**config.mk**
```make
export PLATFORM = sky130hd
export DESIGN_NAME = muldiv_sequencer
export DESIGN_NICKNAME = d
export VERILOG_FILES = /design/src/rtl/muldiv_pkg.sv /design/src/rtl/muldiv_iter_core.sv /design/src/rtl/muldiv_sequencer.sv
export SDC_FILE = /design/constraint.sdc
export NUM_CORES = 1
export LEC_CHECK = 0
export CAP_MARGIN = 25
export CORE_MARGIN = 3
export CORE_UTILIZATION = 35
export DETAILED_ROUTE_END_ITERATION = 8
export GPL_TIMING_DRIVEN = 0
export HOLD_SLACK_MARGIN = 0.05
export PLACE_DENSITY = 0.54
export SLEW_MARGIN = 10
export SYNTH_ARGS = -nofsm -noshare
export SYNTH_HDL_FRONTEND = slang
export SYNTH_SLANG_ARGS = --single-unit
```
**constraint.sdc**
```tcl
create_clock -name clk -period 4.2 [get_ports clk]
set_input_delay 0.42 -clock clk [delete_from_list [all_inputs] [get_ports clk]]
set_output_delay 0.42 -clock clk [all_outputs]
set_load 0.02 [all_outputs]
```
**src/rtl/muldiv_pkg.sv**
```systemverilog
// Shared definitions for the mult/div/mflo/mfhi sequencer: ALU control codes,
// FSM state encoding and datapath mode.
package muldiv_pkg;

  localparam int WIDTH_DEF = 32;

  localparam logic [4:0] ALU_MULT = 5'b00111;
  localparam logic [4:0] ALU_DIV  = 5'b01000;
  localparam logic [4:0] ALU_MFLO = 5'b01111;
  localparam logic [4:0] ALU_MFHI = 5'b10000;
  localparam logic [4:0] ALU_MTHI = 5'b10100;
  localparam logic [4:0] ALU_MTLO = 5'b10101;

  typedef enum logic [1:0] {
    ST_IDLE = 2'd0,
    ST_CALC = 2'd1,
    ST_FIX  = 2'd2
  } state_t;

  typedef enum logic {
    MODE_MULT = 1'b0,
    MODE_DIV  = 1'b1
  } mode_t;

endpackage

```
**src/rtl/muldiv_iter_core.sv**
```systemverilog
// Iterative unsigned datapath: one shift-add multiply step or one restoring
// shift-subtract divide step per cycle on operand magnitudes. The {upper,lower}
// pair holds {partial product, multiplier} or {remainder, quotient}.
module muldiv_iter_core
  import muldiv_pkg::*;
#(
  parameter int WIDTH = WIDTH_DEF
) (
  input  logic             clk,
  input  logic             rst_n,
  input  logic             start,
  input  logic             step,
  input  mode_t            mode,
  input  logic [WIDTH-1:0] a_mag,
  input  logic [WIDTH-1:0] b_mag,
  output logic [WIDTH-1:0] upper,
  output logic [WIDTH-1:0] lower
);

  logic [WIDTH-1:0] acc_hi, acc_lo, operand;
  mode_t            mode_q;
  logic [WIDTH-1:0] nxt_hi, nxt_lo;
  logic [WIDTH:0]   sum, shifted;
  logic [WIDTH-1:0] diff;
  logic             ge;

  // Next value of the accumulator pair for one iteration of the latched mode.
  always_comb begin
    // NOTE: every output gets a value before any branch so no latch is inferred.
    nxt_hi  = acc_hi;
    nxt_lo  = acc_lo;
    sum     = {1'b0, acc_hi} + (acc_lo[0] ? {1'b0, operand} : '0);
    shifted = {acc_hi, acc_lo[WIDTH-1]};
    ge      = shifted >= {1'b0, operand};
    // True difference is below the divisor whenever ge holds, so WIDTH bits suffice.
    diff    = shifted[WIDTH-1:0] - operand;
    if (mode_q == MODE_MULT) begin
      nxt_hi = sum[WIDTH:1];
      nxt_lo = {sum[0], acc_lo[WIDTH-1:1]};
    end else begin
      nxt_hi = ge ? diff : shifted[WIDTH-1:0];
      nxt_lo = {acc_lo[WIDTH-2:0], ge};
    end
  end

  // Load operands on start, advance one iteration on each step.
  always_ff @(posedge clk or negedge rst_n) begin
    if (!rst_n) begin
      // NOTE: <= in clocked blocks so all flops update from pre-edge values.
      acc_hi  <= '0;
      acc_lo  <= '0;
      operand <= '0;
      mode_q  <= MODE_MULT;
    end else if (start) begin
      acc_hi  <= '0;
      acc_lo  <= (mode == MODE_MULT) ? b_mag : a_mag;
      operand <= (mode == MODE_MULT) ? a_mag : b_mag;
      mode_q  <= mode;
    end else if (step) begin
      acc_hi <= nxt_hi;
      acc_lo <= nxt_lo;
    end
  end

  assign upper = acc_hi;
  assign lower = acc_lo;

endmodule

```
**src/rtl/muldiv_sequencer.sv**
```systemverilog
// Multi-cycle mult/div sequencer owning HI/LO, with pipeline stall generation.
// Optional build macro MULDIV_MTHILO_EN adds mthi/mtlo writes to HI/LO.
module muldiv_sequencer
  import muldiv_pkg::*;
#(
  parameter int WIDTH = WIDTH_DEF,
  parameter int CNT_W = $clog2(WIDTH)
) (
  input  logic             clk,
  input  logic             rst_n,
  input  logic             valid_i,
  input  logic [4:0]       alu_ctrl_i,
  input  logic [WIDTH-1:0] op_a_i,
  input  logic [WIDTH-1:0] op_b_i,
  input  logic             flush_i,
  output logic             stall_o,
  output logic             busy_o,
  output logic [WIDTH-1:0] result_o,
  output logic             result_valid_o,
  output logic [WIDTH-1:0] hi_o,
  output logic [WIDTH-1:0] lo_o
);

  localparam logic [CNT_W-1:0] LAST_ITER = CNT_W'(WIDTH - 1);

  logic is_mult, is_div, is_mflo, is_mfhi, is_mthi, is_mtlo, accept;

  state_t             state;
  logic [CNT_W-1:0]   cnt;
  logic               busy_q, neg_q, neg_r, div_zero_q;
  mode_t              mode_q;
  logic [WIDTH-1:0]   hi_q, lo_q, a_mag, b_mag, core_hi, core_lo, hi_fix, lo_fix;
  logic [2*WIDTH-1:0] prod_mag, prod_fix;

  assign is_mult = (alu_ctrl_i == ALU_MULT);
  assign is_div  = (alu_ctrl_i == ALU_DIV);
  assign is_mflo = (alu_ctrl_i == ALU_MFLO);
  assign is_mfhi = (alu_ctrl_i == ALU_MFHI);
`ifdef MULDIV_MTHILO_EN
  assign is_mthi = (alu_ctrl_i == ALU_MTHI);
  assign is_mtlo = (alu_ctrl_i == ALU_MTLO);
`else
  assign is_mthi = 1'b0;
  assign is_mtlo = 1'b0;
`endif

  assign accept = valid_i && !flush_i && (state == ST_IDLE) && (is_mult || is_div);
  assign a_mag  = op_a_i[WIDTH-1] ? -op_a_i : op_a_i;
  assign b_mag  = op_b_i[WIDTH-1] ? -op_b_i : op_b_i;

  muldiv_iter_core #(.WIDTH(WIDTH)) u_core (
    .clk   (clk),
    .rst_n (rst_n),
    .start (accept),
    .step  (state == ST_CALC),
    .mode  (is_div ? MODE_DIV : MODE_MULT),
    .a_mag (a_mag),
    .b_mag (b_mag),
    .upper (core_hi),
    .lower (core_lo)
  );

  // Two's-complement sign correction of the magnitude result for HI/LO.
  always_comb begin
    prod_mag = {core_hi, core_lo};
    prod_fix = neg_q ? -prod_mag : prod_mag;
    hi_fix   = prod_fix[2*WIDTH-1:WIDTH];
    lo_fix   = prod_fix[WIDTH-1:0];
    if (mode_q == MODE_DIV) begin
      // Divide by zero leaves the quotient all ones regardless of sign.
      lo_fix = div_zero_q ? '1 : (neg_q ? -core_lo : core_lo);
      hi_fix = neg_r ? -core_hi : core_hi;
    end
  end

  // Sequencer FSM: accept, iterate WIDTH times, then sign-fix into HI/LO.
  always_ff @(posedge clk or negedge rst_n) begin
    if (!rst_n) begin
      state      <= ST_IDLE;
      cnt        <= '0;
      busy_q     <= 1'b0;
      hi_q       <= '0;
      lo_q       <= '0;
      mode_q     <= MODE_MULT;
      neg_q      <= 1'b0;
      neg_r      <= 1'b0;
      div_zero_q <= 1'b0;
    end else if (flush_i) begin
      state  <= ST_IDLE;
      cnt    <= '0;
      busy_q <= 1'b0;
    end else begin
      case (state)
        ST_IDLE: begin
          if (accept) begin
            state      <= ST_CALC;
            cnt        <= '0;
            busy_q     <= 1'b1;
            mode_q     <= is_div ? MODE_DIV : MODE_MULT;
            neg_q      <= op_a_i[WIDTH-1] ^ op_b_i[WIDTH-1];
            neg_r      <= op_a_i[WIDTH-1];
            div_zero_q <= (op_b_i == '0);
          end else if (valid_i && is_mthi) begin
            hi_q <= op_a_i;
          end else if (valid_i && is_mtlo) begin
            lo_q <= op_a_i;
          end
        end
        ST_CALC: begin
          cnt <= cnt + CNT_W'(1);
          if (cnt == LAST_ITER) state <= ST_FIX;
        end
        ST_FIX: begin
          hi_q   <= hi_fix;
          lo_q   <= lo_fix;
          state  <= ST_IDLE;
          busy_q <= 1'b0;
        end
        default: begin
          state  <= ST_IDLE;
          busy_q <= 1'b0;
        end
      endcase
    end
  end

  assign busy_o         = busy_q;
  assign stall_o        = valid_i && busy_q && !flush_i &&
                          (is_mult || is_div || is_mflo || is_mfhi || is_mthi || is_mtlo);
  assign result_valid_o = valid_i && !busy_q && (is_mflo || is_mfhi);
  assign result_o       = !result_valid_o ? '0 : (is_mflo ? lo_q : hi_q);
  assign hi_o           = hi_q;
  assign lo_o           = lo_q;

endmodule

```
==> results <==
- The vertical die dimension is 212 microns.
- For this block, the initial DRC count from the detailed router was 1,469.
- For the worst-skew pair, the clock arrives at the later sink with an insertion delay of 0.46 ns.
- The pre-antenna-repair detailed-routing pass consisted of 6 iterations.
- The number of remaining DRC errors is 0.
- The arrival time at the worst endpoint is 4.36 ns.
- The max-slew violation count is 0.
- The top cell family by delay on the critical path is compound AO/OA/AOI/OAI gates.
- Walking the worst path, the cells encountered are inv_1 -> ha_1 -> inv_1 -> fa_1 -> a21o_1 -> a311oi_1 -> o21ai_1 -> o22a_1 -> a41oi_1 -> o21ai_0 -> a221oi_1 -> xor2_1 -> a211oi_1.
- The synthesized instance count is 1,942.
- The share of the Yosys chip area taken by registers is 0.290.
- The net count of the finished layout is 2,279.
- For this design, the slowest cell found on the critical path is sky130_fd_sc_hd__dfrtp_1.
- Of the post-synthesis cell area, the dominant cell type holds 0.290.
- The run finished with clean final reports.
- The H-tree was split into 4 levels.
- The largest net degree at the start of global routing is 89.
- The number of sinks on the clock net is 173.
- The largest fanout on the critical path is 5.
- In this run the critical register-to-register path is captured at u_core.upper[30].
- For this run, the total global-route usage over all layers was measured as 0.280.
- The die is 212 microns wide.
- In this run the tightest slew margin relative to its limit is 0.302.
- Setup violations remaining at the end of the flow were counted as 0.
- The primary flip-flop cell chosen by synthesis mapping is sky130_fd_sc_hd__dfrtp_1.
- For this run, global-route usage on met2 was measured as 0.448.
- The fraction of final layout cells with drive strength greater than 1 is 0.0331.
- The path class of the tightest hold or removal check is in2reg.
- The kind of end point of the critical path is a flop.
- The proportion of synthesized flip-flops having asynchronous set or reset is 1.00.
- Of the total power, the clock network draws 0.158.
- The synthesized design contains 0 enable-type register cells.
- The achievable clock frequency is 250 MHz.
- The number of nets in the synthesized netlist is 2,087.
- The initial cell density of the core is 0.359.
- The count of cell types in the netlist is 75.
- The count of nets left with antenna violations once routing finished came out at 0.
- For met3 alone, demand over resource in global routing was 0.0437.
- In the final routed layout, each cell accounts on average for 24.0 microns.
- Setup slack on the worst reg-to-reg path comes out at 0.21 ns.
- The number of max-capacitance violations reported is 0.
- The post-layout total power is 10.6 mW.
- Among all cell types in the netlist, the one instantiated most often is sky130_fd_sc_hd__nand2_1.
- In this run the most used layer during global routing was met2.
- In the post-synthesis netlist, the biggest area contributors are sky130_fd_sc_hd__dfrtp_1, sky130_fd_sc_hd__nand2_1, sky130_fd_sc_hd__a21oi_1.
- Input and output buffers added on the ports amount to 170.
- The initial antenna violation count is 0.
- The number of instances in the placed design is 2,645.
- The total CTS buffers is 17.
- For this run, the slowest stage of the critical path takes 0.45 ns.
- The via count of the first global-routing pass is 15,300.
- Data on the critical path is required at its endpoint by 4.57 ns.
- The number of antenna cells inserted is 0.
- For this run, global-route usage on met1 was measured as 0.382.
- The post-synth design cell area is 14,900 sq um.
- The clock passes through at most 2 buffers.
- Clock skew on the completed layout was measured at 0.0156 ns.
- The cell accounting for the most synthesized area is sky130_fd_sc_hd__dfrtp_1.
- For the worst flop-to-flop path, the logic depth is 13.
- The worst hold endpoint is cnt[3].
- TritonCTS built the clock tree.
- The portion of total power attributed to combinational logic is 0.590.
- The switching power summed over all nets is 5.33 mW.
- The weighted congestion at the end of routability-driven global placement is 0.951.
- Cell internal power was estimated by the tool at 5.25 mW.
- At the pin with the least slew margin, the transition time is 1.05 ns.
- The number of cells traversed by the worst hold path is 2.
- By startpoint and endpoint, the worst setup path is classified as reg2reg.
- The startpoint of the most critical register-to-register path is u_core.lower[31].
- The post-synthesis sequential element count is 173.
- The total half-perimeter wirelength after legalization and detailed placement is 51,600 microns.
- The routed layout has 15,800 vias.
- The total count of hold-check failures in the final report is 0.
- The routed design has 64,300 microns of wire.
- The count of buffering cells on the critical path with inverters included is 2.
- The sequential power share is 0.252.
- The time the final worst path needs with I/O delays and setup is 3.99 ns.
- The number of warning messages in the yosys log is 0.
- Dividing the final minimum period by the clock period gives 0.951.
- Of the total power, the share spent switching nets is 0.504.
- VDD sags by at most 0.288 mV.
- The row count is 74.
- During I/O placement, the number of pins put on the boundary was 172.
- The static leakage is 7.26 nW.
- The most repeated library cell on the critical path is sky130_fd_sc_hd__inv_1.
- Setup repair after global routing left no endpoint under its margin.
- The worst hold path startpoint is flush_i.
- The overflow left after global routing is 0.
- The clock transition at the register clock pins on the worst setup and hold paths after CTS is 0.08 ns.
- The full die area is 45,100 sq um.
- The first global-routing pass estimated 95,500 microns of wire.
- The area overhead of the layout relative to synthesis is 20.5%.
- The cell area reported after detailed placement is 17,300 sq um.
- The mean area per synthesized cell is 7.67 sq um.
- After routing the design area is 18,000 sq um.
- Power spread over the standard cell area amounts to 589 nW/um^2.
- The sort of element at the start of the critical path is a flop.
- Ranked by instance count, the synthesized netlist is headed by sky130_fd_sc_hd__nand2_1, sky130_fd_sc_hd__nor2_1, sky130_fd_sc_hd__a21oi_1.
- The buffer cell driving the clock tree root is sky130_fd_sc_hd__clkbuf_16.
- The placeable core region is 41,500 sq um.
- Once layout is complete, the utilization of the core stands at 0.433.
- Using the TritonRoute via totals, the vias-per-cell ratio works out to 5.89.
- Excluding fillers, the count of instances in the completed layout stands at 2,679.
## through the flow
step / hold slack, ns / setup slack, ns / TNS [ns]
after floorplan: 0.124 / 1.00 / 0
after global placement: 0.473 / -4.90 / -846.25
after detailed placement: 0.455 / -0.458 / -2.94
after CTS: 0.424 / 0.0280 / 0
after global routing: 0.451 / 0.00209 / 0
final: 0.460 / 0.207 / 0
## timing repair
action                                  in CTS  in global routing
buffers inserted                             0                  0
resized for setup                            6                 10
hold buffers                                 1                  0
endpoints found under the setup margin      18                 24
endpoints found under the hold margin       85                  0
## metal layers
layer,vias up,part of all wire,wire [microns]
li1,7385,-,-
met1,7598,0.44,28200
met2,708,0.45,28800
met3,99,0.074,4730
met4,0,0.039,2500
met5,-,0,0
## cell type report
type	instances	area, sq um
tap	532	666
multi-input combinational	1588	9940
clock inverter	13	140
timing repair buffer	173	1750
inverter	62	233
fill	4369	23500
sequential	173	4330
buffer	119	455
clock buffer	19	453
## sequential cells by signal (all words and copies together), names as in the netlist
signal          flops
busy_o              1
cnt                 5
div_zero_q          1
hi_o               32
lo_o               32
mode_q              1
neg_q               1
neg_r               1
state               2
u_core.lower       32
u_core.mode_q       1
u_core.operand     32
u_core.upper       32
## power groups by stage
| stage | registers [mW] | clock network [mW] | logic (mW) |
|---|---|---|---|
| final | 2.67 | 1.67 | 6.24 |
| after CTS | 2.64 | 1.69 | 6.12 |
| after global routing | 2.71 | 1.75 | 6.85 |
| after floorplan | 2.37 | 0 | 4.46 |
| after global placement | 2.67 | 0 | 6.07 |
| after detailed placement | 2.67 | 0 | 6.08 |
## worst max path at each step
stage	slack [ns]	end	start	cells past startpoint
finish	0.21	u_core.upper[30]	u_core.lower[31]	13
global route	0.002	u_core.upper[28]	u_core.lower[0]	13
CTS	0.03	u_core.upper[28]	u_core.lower[0]	13
detailed placement	-0.46	u_core.upper[28]	u_core.lower[0]	13
global placement	-4.90	u_core.operand[8]	rst_n	1
floorplan	1.00	u_core.upper[28]	u_core.lower[0]	13
## worst reg2reg max path, stage by stage (launching register included)
cell	delay [ns]
sky130_fd_sc_hd__dfrtp_1	0.45
sky130_fd_sc_hd__inv_1	0.21
sky130_fd_sc_hd__ha_1	0.23
sky130_fd_sc_hd__inv_1	0.06
sky130_fd_sc_hd__fa_1	0.40
sky130_fd_sc_hd__a21o_1	0.21
sky130_fd_sc_hd__a311oi_1	0.30
sky130_fd_sc_hd__o21ai_1	0.27
sky130_fd_sc_hd__o22a_1	0.35
sky130_fd_sc_hd__a41oi_1	0.44
sky130_fd_sc_hd__o21ai_0	0.25
sky130_fd_sc_hd__a221oi_1	0.36
sky130_fd_sc_hd__xor2_1	0.15
sky130_fd_sc_hd__a211oi_1	0.23
## kinds of logic after synthesis
family / after synthesis / synth area share
AOI/OAI and AO/OA: 623 / 0.261
muxes: 48 / 0.0326
adders and majority gates: 72 / 0.0615
xor gates and xnor gates: 177 / 0.104
and+or+nand+nor: 668 / 0.205
DFF: 173 / 0.290
buffers and inverters: 181 / 0.0458
## layout by cell type (no fill, tap or decap), drive strengths merged, types with 32 or more instances in the layout
cell	n
mux2i	44
o21ai	171
dfrtp	173
o31ai	32
xnor2	83
a21oi	194
xor2	94
clkbuf	129
nor2	204
clkdlybuf4s50	169
ha	70
nand2	260
inv	72
No activity file was read; power rests on OpenSTA's default activity.
